`config.mk`:
```
export PLATFORM = sky130hd
export DESIGN_NAME = long_op_scoreboard
export DESIGN_NICKNAME = d
export VERILOG_FILES = /design/src/rtl/long_op_scoreboard.sv
export SDC_FILE = /design/constraint.sdc
export NUM_CORES = 1
export LEC_CHECK = 0
export CAP_MARGIN = 40
export CORE_MARGIN = 1
export CORE_UTILIZATION = 45
export DETAILED_ROUTE_END_ITERATION = 7
export PLACE_DENSITY = 0.84
export SLEW_MARGIN = 20
export SYNTH_ARGS = -nofsm -noshare
export SYNTH_HDL_FRONTEND = slang
export SYNTH_SLANG_ARGS = --single-unit
```
`constraint.sdc`:
```
create_clock -name clk -period 4.8 [get_ports clk]
set_input_delay 0.96 -clock clk [delete_from_list [all_inputs] [get_ports clk]]
set_output_delay 0.96 -clock clk [all_outputs]
set_load 0.02 [all_outputs]
```
`src/rtl/long_op_scoreboard.sv`:
```
// Decode-stage scoreboard for in-flight long-latency ops (loads, mul/div): raises stall_id on RAW/WAW/structural hazards.
// Optional macro SB_COMPLETE_BYPASS_EN lets a same-cycle completion count as already cleared for all hazard checks.
module long_op_scoreboard #(
    parameter int MAX_OUT = 4,
    parameter int CNT_W   = 3
) (
    input  logic             clk,
    input  logic             rst_n,
    input  logic             issue_valid,
    input  logic             issue_long,
    input  logic             issue_regwrite,
    input  logic [4:0]       issue_rd,
    input  logic [4:0]       rs1_id,
    input  logic [4:0]       rs2_id,
    input  logic             rs1_used,
    input  logic             rs2_used,
    input  logic             flush,
    input  logic             complete_valid,
    input  logic [4:0]       complete_rd,
    output logic             stall_id,
    output logic             issue_fire,
    output logic [31:0]      pending_vec,
    output logic [CNT_W-1:0] outstanding
    ,
    output logic             sb_err
);
    logic [31:1]      pending;
    logic [CNT_W-1:0] cnt;
    logic             err;

    logic [31:0] pvec, clr_mask, set_mask, clr_now, live;
    logic        clr_ok, set_en, slot_free;
    logic        raw_hz, waw_hz, str_hz;

    // x0 is never pending, so pvec[0] = 0 makes every x0 lookup hazard-free
    assign pvec   = {pending, 1'b0};
    assign clr_ok = complete_valid & (complete_rd != 5'd0) & pvec[complete_rd];

    assign clr_mask = clr_ok ? (32'd1 << complete_rd) : 32'd0;
    assign set_mask = set_en ? (32'd1 << issue_rd)    : 32'd0;

`ifdef SB_COMPLETE_BYPASS_EN
    assign clr_now   = clr_mask;
    assign slot_free = complete_valid & pvec[complete_rd];
`else
    assign clr_now   = 32'd0;
    assign slot_free = 1'b0;
`endif

    assign live   = pvec & ~clr_now;
    assign raw_hz = (rs1_used & live[rs1_id]) | (rs2_used & live[rs2_id]);
    assign waw_hz = issue_regwrite & live[issue_rd];
    assign str_hz = issue_long & (cnt == CNT_W'(MAX_OUT)) & ~slot_free;

    // Gated by rst_n so every output reads 0 while reset is held
    assign stall_id   = rst_n & issue_valid & ~flush & (raw_hz | waw_hz | str_hz);
    assign issue_fire = rst_n & issue_valid & ~flush & ~stall_id;
    assign set_en     = issue_fire & issue_long & issue_regwrite & (issue_rd != 5'd0);

    always_ff @(posedge clk or negedge rst_n) begin
        if (!rst_n) begin
            pending <= '0;
            cnt     <= '0;
            err     <= 1'b0;
        end else begin
            // Clear before set: a same-register set+clear leaves the bit at 1
            pending <= ((pvec & ~clr_mask) | set_mask) >> 1;
            cnt     <= cnt + CNT_W'(set_en) - CNT_W'(clr_ok);
            err     <= err | (complete_valid & ~clr_ok);
        end
    end

    assign pending_vec = pvec;
    assign outstanding = cnt;
    assign sb_err      = err;
endmodule

```
Word-level counts from Yosys, hierarchy flattened
Index checks and enable logic that the tools add are counted.
W data, S select, Z words.

operators by class
  add/sub/neg operators = 2
  order comparisons = 4
  equality and inequality tests = 1
  shift operators = 2
  multiplexer cells = 10
  bitwise logic cells = 24
  reduce and logical (&&, ||, !) cells = 2

operators with widths
  operator                number
  $mux W32                2
  $shl A1 B5 Y32 const A  2
  $and A32 B32 Y32        1
  $not A32 Y32            1
  $or A32 B32 Y32         1
  $lt A5 B6 Y1 const B    4
  $bmux W1 S5             4
  $and A1 B1 Y1           14
  $reduce_bool A5 Y1      2
  $mux W1                 4
  $or A1 B1 Y1            4
  $add A3 B1 Y3           1
  $eq A3 B3 Y1 const B    1
  $not A1 Y1              3
  $sub A3 B1 Y3           1

word-level totals
  bits in registers = 35
  input port bits = 29
  output and inout bits = 38
  logic and storage cells = 48

Longest topological paths before layout
Gate-level depths: netlist of the first run.

  word-level depth = 14
  depth in mapped cells = 14
  depth with buffers taken out = 12

Worst setup path after synthesis of the first run
Ideal clock, no wire load.

  kind = input to output
  start = in rs1_id[1]
  end = out issue_fire
  arrival time = 3.223 ns
  setup slack = 0.617 ns
  cell stages on the path = 6
  cell sequence = buf_6 -> mux4_1 -> mux4_2 -> or2_1 -> and3_2 -> nor4_1

on the way
  longest elaborated chain between the ends = 9

ends and longest elaborated chain
  item                           RTL line  source
  from (decl)                    13        input logic [4:0] rs1_id,
  $bmux W1 S5                    51        assign raw_hz = (rs1_used & live[rs1_id]) | (rs2_used & live[rs2_id]);
  $mux W1 (implied by the code)  51
  $and A1 B1 Y1                  51
  $or A1 B1 Y1                   51
  $or A1 B1 Y1 (2 in series)     56        assign stall_id = rst_n & issue_valid & ~flush & (raw_hz | waw_hz | str_hz);
  $and A1 B1 Y1                  56
  $not A1 Y1                     57        assign issue_fire = rst_n & issue_valid & ~flush & ~stall_id;
  $and A1 B1 Y1                  57
  to (decl)                      21        output logic issue_fire,

No other way between the ends. The select of a mux whose other input is x is not followed.

Final worst setup path of the first run
  start = in rs1_id[2]
  end = out stall_id

on the way
  longest elaborated chain between the ends = 7

ends and longest elaborated chain
  item                           RTL line  source
  $bmux W1 S5                    51
  $mux W1 (implied by the code)  51
  $and A1 B1 Y1                  51
  $or A1 B1 Y1                   51
  $or A1 B1 Y1 (2 in series)     56
  $and A1 B1 Y1                  56
  to (decl)                      20        output logic stall_id,

No other way between the ends. The select of a mux whose other input is x is not followed.

==> results of run 1 <==
## metrics by stage
stage	total power [mW]	hold slack, ps	cell area [um2]	TNS (ps)
after global placement	0.609	447	3560	-188
after floorplan	0.496	565	2800	0
after detailed placement	0.619	466	3560	-444
after CTS	0.890	482	3680	0
after global routing	0.929	499	3680	0
final	0.888	472	3680	0
## placed cells by master, fill, tap and decap left out, types with 6 or more instances in the layout
cell and count:
o21ai_1 10, dfrtp_1 35, clkdlybuf4s50_1 63, mux2_2 7
buf_4 11, o21ai_0 45, nor2_1 14, nor2b_1 8
nand3_1 10, nand2b_1 6, o21ai_2 10, mux4_2 19
mux2i_1 15, inv_1 11, mux4_1 6, nand2_1 22
## worst max path at each step
| stage | startpoint | endpoint | slack (ps) |
|---|---|---|---|
| detailed placement | rs1_id[1] | issue_fire | -180 |
| finish | rs1_id[2] | stall_id | 140 |
| global placement | rs1_id[1] | issue_fire | -110 |
| floorplan | rs1_id[1] | issue_fire | 620 |
| CTS | rs1_id[2] | stall_id | 120 |
| global route | rs1_id[2] | stall_id | 60 |
## cell type report
type,instances,share of cell area
flip-flops and latches,35,0.238
multi-input cells,215,0.489
clock inverters,3,0.0129
inverters,11,0.0112
well taps,75,0.0255
clock buffers,5,0.0187
repair buffers,77,0.204
## logic make-up after synthesis
kind of cell,Yosys count,share of synthesized area
fa+ha+maj,3,0.0161
other cells,1,0.00134
mux,47,0.291
xor+xnor,2,0.00625
flops,35,0.313
simple gates,78,0.142
buf+inv,28,0.0451
compound gates,84,0.186
## timing repair
action,CTS,global route
resized for setup,2,0
setup endpoints to repair,2,0
endpoints found under the hold margin,0,0
## state kept, by name (all words and copies together) (netlist names)
| name | flops |
|---|---|
| outstanding | 3 |
| pending | 31 |
| sb_err | 1 |
## metal layers
layer | share of wire | up-vias | global-route usage
met1 | 0.38 | 1336 | 0.336
met4 | 0.027 | 0 | 0.120
met3 | 0.095 | 26 | 0.0596
met2 | 0.50 | 165 | 0.461
met5 | 0 | - | 0
li1 | - | 1192 | -
## critical path: stages
cell	delay, ps
clkdlybuf4s50_1	630
mux4_1	360
mux4_2	470
or2_1	230
and3_2	210
buf_4	130
o21a_1	170
clkdlybuf4s50_1	530
## power by group through the flow
stage / logic (mW) / registers (mW) / clock network (mW)
after floorplan: 0.124 / 0.372 / 0
after global placement: 0.256 / 0.353 / 0
after detailed placement: 0.265 / 0.354 / 0
after CTS: 0.266 / 0.348 / 0.277
after global routing: 0.285 / 0.353 / 0.291
final: 0.266 / 0.349 / 0.273
==> key figures, run 1 <==
Outcome
  • Status: finished clean

Yosys
  • Yosys top cell by area: dfrtp_1
  • Count leader, synth: o21ai_0
  • Post-synth top area share: 0.313
  • Mapped Area: 2800 um2
  • Mapped Cells: about 280
  • Top cells by count, synth: o21ai_0 (45), dfrtp_1 (35), nand2_1 (22)
  • Yosys warning total: 0
  • Synth Area per Inst: between 10 and 15 um2
  • Seq/Total Area, Yosys: 0.313
  • Netlist cell types: 50
  • Post-Syn Nets: 310
  • Post-synth top flop: dfrtp_1
  • Top area cells in the synthesized netlist: dfrtp_1 (31%), mux4_2 (15%), o21ai_0 (8.0%), mux4_1 (5.6%), mux2i_1 (5.4%)
  • Yosys reg bits: 35
  • EDFF count, synth: 0
  • Async SR Flop Fraction: 1.00

Layout
  • Multi-input logic area: between 1500 and 2000 um2
  • FF+latch area: 876 um2
  • N_diodes: 0
  • Share of cells above drive strength 1: 0.182
  • Layout Nets: 377
  • # fillers: ~490
  • Area Growth Syn to Fin: 31.3%
  • Layout Cells excl Fill: around 420
  • Post-Route Utilization: 0.618

Floorplan
  • Die width: about 80 um
  • Rows: 28
  • Initial Utilization: 0.471
  • Die Y: between 80 and 90 um
  • IO Pins: 67
  • Core footprint: just under 6000 um2
  • DIE AREA: roughly 6500 um2

Routing
  • Vias/cell: roughly 6.5
  • Overall routed net length: about 8500 um
  • Routed via count: between 2k and 3k
  • Post-DRT Antenna Nets: 0
  • Initial DRC Count: approximately 250
  • # DRC: 0
  • First-pass DRT Iterations: 7
  • Mean routed wirelength per cell: roughly 20 um

Timing
  • Setup ws final: roughly 140 ps
  • Slew Limit Headroom: 0.625
  • Final setup viols: 0
  • RSZ-0062 raised after global routing: false
  • Max Fclk: 0.215 GHz
  • Fin crit period: 4660 ps
  • Count of pins over their slew limit: 0
  • Final Hold Fails: 0
  • Final clock skew: ~12 ps
  • Part of the cycle the worst path needs: 0.970
  • Slew at the pin with the worst max-slew slack: 561 ps

Power and ir drop
  • Reg power frac: 0.393
  • Power density over the cells: 242 nW/um2
  • Pleak: 1.51 nW
  • Switching Share: 0.315
  • Internal: just over 0.6 mW
  • Sw power: between 0.2 and 0.3 mW
  • Worst IR Drop VDD: 0.194 mV
  • Clock share of power: 0.308
  • Combinational power share: 0.299

Setup path
  • Critical path class: input port to primary output
  • Worst r2r path cells: 12
  • Crit path DAT: approximately 3700 ps
  • CP endpoint kind: primary output
  • CP required: 3840 ps
  • Critical path peak fanout: 6
  • Reg-to-Reg Start: pending[11]
  • Critical Path Source Type: input port
  • R2r endpoint: outstanding[2]
  • Reg2Reg Setup Slack: 1030 ps

Min path
  • Min-Delay Path Class: flop to flop
  • Hold Path End: sb_err
  • Hold Path Depth: 1
  • Hold_sp: sb_err

Clock tree
  • Sink Count: 35
  • Clock latency on the worst-skew pair: roughly 300 ps
  • # hold bufs at CTS: 0
  • H-tree depth: 2
  • Clk buf depth: 2
  • Setup Buffers After CTS: 0
  • CTS tree: done
  • CTS buffer count: 5
  • CTS root buf: clkbuf_8
  • Worst-path clk slew: around 70 ps

GRT
  • GR Overflow Total: 0
  • First-pass GRT wire length: ~13000 um
  • Vias in the first global route: between 2k and 3k
  • Pin count of the biggest net entering global routing: 36
  • Initial antenna violation count: 0
  • All-layer global routing usage: 0.273

Placed design
  • Final Wtd Congestion: ~0.94
  • Placed insts: 413
  • Detailed Place HPWL: approximately 6500 um
  • Dpl ws: -175 ps
  • IO Port Bufs: 65

Job
  • Max-cap viol count: 0
Power figures use the tool's default switching activity.
==> run 2, diff against run 1 <==
--- a/config.mk
+++ b/config.mk
@@ -5,6 +5,7 @@
 export SDC_FILE = /design/constraint.sdc
 export NUM_CORES = 1
 export LEC_CHECK = 0
+export ABC_CLOCK_PERIOD_IN_PS = 4800
 export CAP_MARGIN = 40
 export CORE_MARGIN = 1
 export CORE_UTILIZATION = 45
==> results of run 2 <==
No change in the layout: final DEF, timing and power equal those of run 1.
